[config.mk]
export PLATFORM = sky130hd
export DESIGN_NAME = write_buffer
export DESIGN_NICKNAME = d
export VERILOG_FILES = /design/src/rtl/write_buffer.sv
export SDC_FILE = /design/constraint.sdc
export NUM_CORES = 1
export LEC_CHECK = 0
export ABC_AREA = 1
export BUFFER_PORTS_ARGS = -buffer_cell sky130_fd_sc_hd__buf_2
export CAP_MARGIN = 15
export CORE_AREA = 4 4 285 398
export CTS_CLUSTER_DIAMETER = 40
export DETAILED_ROUTE_END_ITERATION = 8
export DIE_AREA = 0 0 289 402
export PLACE_DENSITY = 0.53
export SLEW_MARGIN = 20
export SYNTH_ARGS = -nofsm -noshare
export SYNTH_HDL_FRONTEND = slang
export SYNTH_SLANG_ARGS = --single-unit
[constraint.sdc]
create_clock -name clk -period 21.1 [get_ports clk]
set_clock_uncertainty 0.05 [all_clocks]
set_input_delay 4.22 -clock clk [delete_from_list [all_inputs] [get_ports clk]]
set_output_delay 4.22 -clock clk [all_outputs]
set_load 0.01 [all_outputs]
[src/rtl/write_buffer.sv]
// Circular write buffer for evicted dirty lines. Lines drain to memory in FIFO order, and pushes are dropped (sticky wb_overflow) while full.
// Push to mem_wr_req takes 2 cycles minimum, and each line then waits for mem_wr_ack. Optional WB_FORWARD_EN adds a lookup port with a 1-cycle registered result.
module write_buffer #(
    parameter int ADDR_WIDTH      = 32,
    parameter int CACHELINE_WIDTH = 128,
    parameter int OFFSET_WIDTH    = 4,
    parameter int DEPTH           = 4
) (
    input  logic                       clk,
    input  logic                       rst_n,
    input  logic                       wb_push_en,
    input  logic [ADDR_WIDTH-1:0]      wb_push_addr,
    input  logic [CACHELINE_WIDTH-1:0] wb_push_data,
    output logic                       wb_full,
    output logic                       wb_empty,
    output logic                       wb_overflow,
    output logic                       mem_wr_req,
    output logic [ADDR_WIDTH-1:0]      mem_wr_addr,
    output logic [CACHELINE_WIDTH-1:0] mem_wr_data,
    input  logic                       mem_wr_ack
`ifdef WB_FORWARD_EN
    ,
    input  logic                       lookup_en,
    input  logic [ADDR_WIDTH-1:0]      lookup_addr,
    output logic                       lookup_hit,
    output logic [CACHELINE_WIDTH-1:0] lookup_data
`endif
);
    localparam int PTR_W = $clog2(DEPTH);
    localparam logic [PTR_W:0] DEPTH_C = (PTR_W+1)'(DEPTH);

    typedef enum logic {IDLE, REQ} state_t;

    state_t                     state_q, state_d;
    logic [DEPTH-1:0]           valid_q, valid_d;
    logic [ADDR_WIDTH-1:0]      addr_q [DEPTH];
    logic [ADDR_WIDTH-1:0]      addr_d [DEPTH];
    logic [CACHELINE_WIDTH-1:0] data_q [DEPTH];
    logic [CACHELINE_WIDTH-1:0] data_d [DEPTH];
    logic [PTR_W-1:0]           wr_ptr_q, wr_ptr_d, rd_ptr_q, rd_ptr_d;
    logic [PTR_W:0]             count_q, count_d;
    logic                       full_q, full_d, empty_q, empty_d, overflow_q, overflow_d;
    logic                       req_q, req_d;
    logic [ADDR_WIDTH-1:0]      wr_addr_q, wr_addr_d;
    logic [CACHELINE_WIDTH-1:0] wr_data_q, wr_data_d;
    logic                       push_ok, pop;
    logic                       unused_push_offset;

    assign unused_push_offset = ^wb_push_addr[OFFSET_WIDTH-1:0];

    always_comb begin
        push_ok    = wb_push_en && !full_q;
        pop        = (state_q == REQ) && mem_wr_ack;
        valid_d    = valid_q;
        addr_d     = addr_q;
        data_d     = data_q;
        wr_ptr_d   = wr_ptr_q;
        rd_ptr_d   = rd_ptr_q;
        state_d    = state_q;
        req_d      = req_q;
        wr_addr_d  = wr_addr_q;
        wr_data_d  = wr_data_q;
        overflow_d = overflow_q || (wb_push_en && full_q);

        // wr_ptr == rd_ptr only when empty or full, so push and pop never touch the same slot
        if (push_ok) begin
            valid_d[wr_ptr_q] = 1'b1;
            addr_d[wr_ptr_q]  = {wb_push_addr[ADDR_WIDTH-1:OFFSET_WIDTH], {OFFSET_WIDTH{1'b0}}};
            data_d[wr_ptr_q]  = wb_push_data;
            wr_ptr_d          = wr_ptr_q + 1'b1;
        end
        if (pop) begin
            valid_d[rd_ptr_q] = 1'b0;
            rd_ptr_d          = rd_ptr_q + 1'b1;
        end
        count_d = count_q + (PTR_W+1)'(push_ok) - (PTR_W+1)'(pop);
        full_d  = (count_d == DEPTH_C);
        empty_d = (count_d == '0);

        case (state_q)
            IDLE: begin
                if (count_q != '0) begin
                    req_d     = 1'b1;
                    wr_addr_d = addr_q[rd_ptr_q];
                    wr_data_d = data_q[rd_ptr_q];
                    state_d   = REQ;
                end
            end
            default: begin
                if (mem_wr_ack) begin
                    req_d   = 1'b0;
                    state_d = IDLE;
                end
            end
        endcase
    end

    always_ff @(posedge clk or negedge rst_n) begin
        if (!rst_n) begin
            state_q    <= IDLE;
            valid_q    <= '0;
            wr_ptr_q   <= '0;
            rd_ptr_q   <= '0;
            count_q    <= '0;
            full_q     <= 1'b0;
            empty_q    <= 1'b1;
            overflow_q <= 1'b0;
            req_q      <= 1'b0;
            wr_addr_q  <= '0;
            wr_data_q  <= '0;
        end else begin
            state_q    <= state_d;
            valid_q    <= valid_d;
            wr_ptr_q   <= wr_ptr_d;
            rd_ptr_q   <= rd_ptr_d;
            count_q    <= count_d;
            full_q     <= full_d;
            empty_q    <= empty_d;
            overflow_q <= overflow_d;
            req_q      <= req_d;
            wr_addr_q  <= wr_addr_d;
            wr_data_q  <= wr_data_d;
        end
    end

    // Payload storage is qualified by valid_q, so it needs no reset
    always_ff @(posedge clk) begin
        addr_q <= addr_d;
        data_q <= data_d;
    end

    assign wb_full     = full_q;
    assign wb_empty    = empty_q;
    assign wb_overflow = overflow_q;
    assign mem_wr_req  = req_q;
    assign mem_wr_addr = wr_addr_q;
    assign mem_wr_data = wr_data_q;

`ifdef WB_FORWARD_EN
    logic                       hit_q, hit_d;
    logic [CACHELINE_WIDTH-1:0] ldata_q, ldata_d;
    logic [PTR_W-1:0]           idx;
    logic                       unused_lookup_offset;

    assign unused_lookup_offset = ^lookup_addr[OFFSET_WIDTH-1:0];

    // Walk oldest to youngest so the last match (nearest wr_ptr-1) wins
    always_comb begin
        hit_d   = 1'b0;
        ldata_d = '0;
        idx     = '0;
        if (lookup_en) begin
            for (int k = 0; k < DEPTH; k++) begin
                idx = rd_ptr_q + PTR_W'(k);
                if (valid_q[idx] && !(pop && idx == rd_ptr_q) &&
                    addr_q[idx][ADDR_WIDTH-1:OFFSET_WIDTH] == lookup_addr[ADDR_WIDTH-1:OFFSET_WIDTH]) begin
                    hit_d   = 1'b1;
                    ldata_d = data_q[idx];
                end
            end
        end
    end

    always_ff @(posedge clk or negedge rst_n) begin
        if (!rst_n) begin
            hit_q   <= 1'b0;
            ldata_q <= '0;
        end else begin
            hit_q   <= hit_d;
            ldata_q <= ldata_d;
        end
    end

    assign lookup_hit  = hit_q;
    assign lookup_data = ldata_q;
`endif
endmodule

==> flow_metrics.tcl <==
set metrics [dict create \
    layout_common_cells "nand2_1, inv_1, edfxtp_1" \
    vias 21198 \
    cts_hold_buf 0 \
    crit_arrival_ns 6.98 \
    cts.path.max_buffers 3 \
    setup_viol 0 \
    yosysWarningCount 0 \
    syn_avg_cell_area_um2 10.31 \
    p_leak_nw 18.55 \
    die_h_um 402 \
    viasPerCell 4.193 \
    worstHoldPathCells 1 \
    yosysUniqueCellTypes 25 \
    worst_slew_pin_slew_ns 1.103 \
    slew_headroom_pct 26.48 \
    startpoint_type "input port" \
    multi_input_area_mm2 0.006554 \
    synthMuxAreaShare_pct 0 \
    wl_um 83090 \
    synth-seq-cells 792 \
    finalCritPeriodShare_pct 31.90 \
    holdPathEnd "wb_overflow" \
    rsz0062_at_grt "no" \
    postPlaceCellArea_mm2 0.03560 \
    nFillCells 10946 \
    cts_tree "yes" \
    synth-xor-area-share_pct 0.05355 \
    fin_tns_setup_ns 0 \
    crit_required_ns 21.35 \
    status "finished clean" \
    cts_buffers 104 \
    fp.dieW_um 289 \
    fin_nets 3662 \
    ios 328 \
    cts_resized 0 \
    antenna_found_initial 26 \
    cts.reportedPaths.clkPinSlew_ns 0.06 \
    syn2layout_area_growth_pct 20.08 \
    port_buffers 319 \
    r2r_setup_slack_ns 17.43 \
    final-seq-area_mm2 0.02295 \
    rows 144 \
    crit-reg2reg-launch "rd_ptr_q[0]" \
    critical_path_class "input port to flop" \
    synthAdderAreaFrac_pct 0.2907 \
    yosys.area_share.simple_pct 19.39 \
    p_per_area_mw_per_mm2 149.4 \
    period_needed_ns 6.731 \
    drtAntennaViolNets 0 \
    peakVddDrop_uv 122.9 \
    grt_max_degree 148 \
    gp_congestion 0.6862 \
    worstHoldStart "wb_overflow" \
    grt_pass1_vias 21239 \
    track_usage_pct 14.23 \
    crit_fanout 45 \
    dpl.hpwl_um 46270 \
    drt-pass1-iter-count 5 \
    end_kind "flop" \
    cts_sinks 792 \
    max_cap_violations 0 \
    final_layout_size_suffix_gt1_share_pct 15.28 \
    start_util_pct 29.76 \
    syn_inst 3173 \
    hold_viol 0 \
    clk_latency_ns 0.69 \
    cts_root_buf "clkbuf_16" \
    reg2reg_depth 8 \
    final_common_cell "nand2_1" \
    synth_top_family_by_area "simple AND/OR/NAND/NOR gates" \
    ys_seq_area_share_pct 70.14 \
    worst_r2r_endpoint "mem_wr_data[118]" \
    fmaxAchievable_mhz 148.6 \
    synth_compound_area_share_pct 0.09562 \
    dieArea_mm2 0.1162 \
    setup_ws_ns 14.37 \
    core_mm2 0.1099 \
    syn_area_mm2 0.03271 \
    finalInstanceArea_mm2 0.03928 \
    drc_errors 0 \
    wire_per_inst_um 16.44 \
    drt_iter0_markers 1005 \
    htreeDepth 3 \
    holdWs_ns 0.4023 \
    cts_setup_buffers 0 \
    overflow 0 \
    grt_first_pass_wirelength_um 126000 \
    preCtsSetupSlack_ns 13.54 \
    worst_hold_path_type "flop to flop" \
    slew_viol_final 0 \
]
-- layer usage --
| metal | share of wire, % | GRT usage [%] | up-vias |
|---|---|---|---|
| li1 | - | - | 10496 |
| met1 | 42 | 16.85 | 10156 |
| met2 | 51 | 25.26 | 399 |
| met3 | 4.8 | 3.054 | 137 |
| met4 | 2.7 | 5.240 | 10 |
| met5 | 0.075 | 0 | - |
-- report_power, final --
group	internal [W]	switching (W)
clock	0.00108	0.000722
sequential	0.00211	0.000147
combinational	0.000518	0.00129
total	0.00371	0.00216
-- synthesized netlist by cell type --
library cell,number,area [um^2]
a21o_1,1,7.510
a21oi_1,2,10.01
a21oi_2,1,8.760
buf_1,2,7.510
buf_2,88,440.4
buf_4,32,240.2
buf_6,14,157.7
clkbuf_1,6,22.52
conb_1,1,3.750
dfrtp_1,167,4179
dfstp_2,1,26.28
edfxtp_1,624,18740
fa_1,1,20.02
ha_1,6,75.07
inv_1,639,2399
inv_2,1,3.750
inv_4,1,6.260
nand2_1,1256,4715
nand2_2,1,6.260
nand3_1,313,1567
nor2_1,10,37.54
nor2_2,2,12.51
o21ai_0,1,5.000
or2_2,1,6.260
xor2_1,2,17.52
-- logic make-up after synthesis --
| group | Yosys count |
|---|---|
| flops | 792 |
| simple gates | 1583 |
| buf+inv | 783 |
| xor+xnor | 2 |
| compound gates | 5 |
| fa+ha+maj | 7 |
| other cells | 1 |
-- flip-flops by register name (all words and copies together) (netlist names) --
signal / count
wb_full: 1
rd_ptr_q: 2
wb_empty: 1
count_q: 3
wr_ptr_q: 2
data_q: 512
mem_wr_req: 1
mem_wr_addr: 28
wb_overflow: 1
addr_q: 112
state_q: 1
mem_wr_data: 128
-- critical path: stages --
cell     delay (ns)
buf_2          0.09
nand2_1        0.34
nor2_4         0.80
buf_4          0.71
buf_4          0.76
-- layout make-up --
cell class                 instances  area share [%]
tap                             1460           4.651
timing repair buffer             351           4.762
clock buffer                     119           7.008
antenna                           14         0.08919
inverter                         641           6.157
sequential                       792           58.43
multi-input combinational       1601           16.69
clock inverter                    77           2.217
-- per-stage QoR --
step | util, % | std cells | total power (W)
6_report | 35.74 | 5055 | 0.005867
5_1_grt | 35.72 | 5045 | 0.006289
4_1_cts | 35.69 | 5040 | 0.005991
3_5_place_dp | 32.39 | 4844 | 0.004151
3_3_place_gp | 32.39 | 4844 | 0.004124
2_1_floorplan | - | 3176 | 0.003539
-- how the worst max path moves through the flow --
stage	slack [ns]	startpoint	cells past startpoint	end
6_report	14.37	wb_push_en	5	data_q[39]
5_1_grt	14.17	wb_push_en	5	data_q[39]
4_1_cts	14.30	wb_push_en	5	data_q[39]
3_5_place_dp	13.54	wb_push_en	5	data_q[55]
3_3_place_gp	13.58	wb_push_en	5	data_q[55]
2_1_floorplan	9.50	wb_push_en	2	addr_q[100]
No activity file was read; power rests on OpenSTA's default activity.
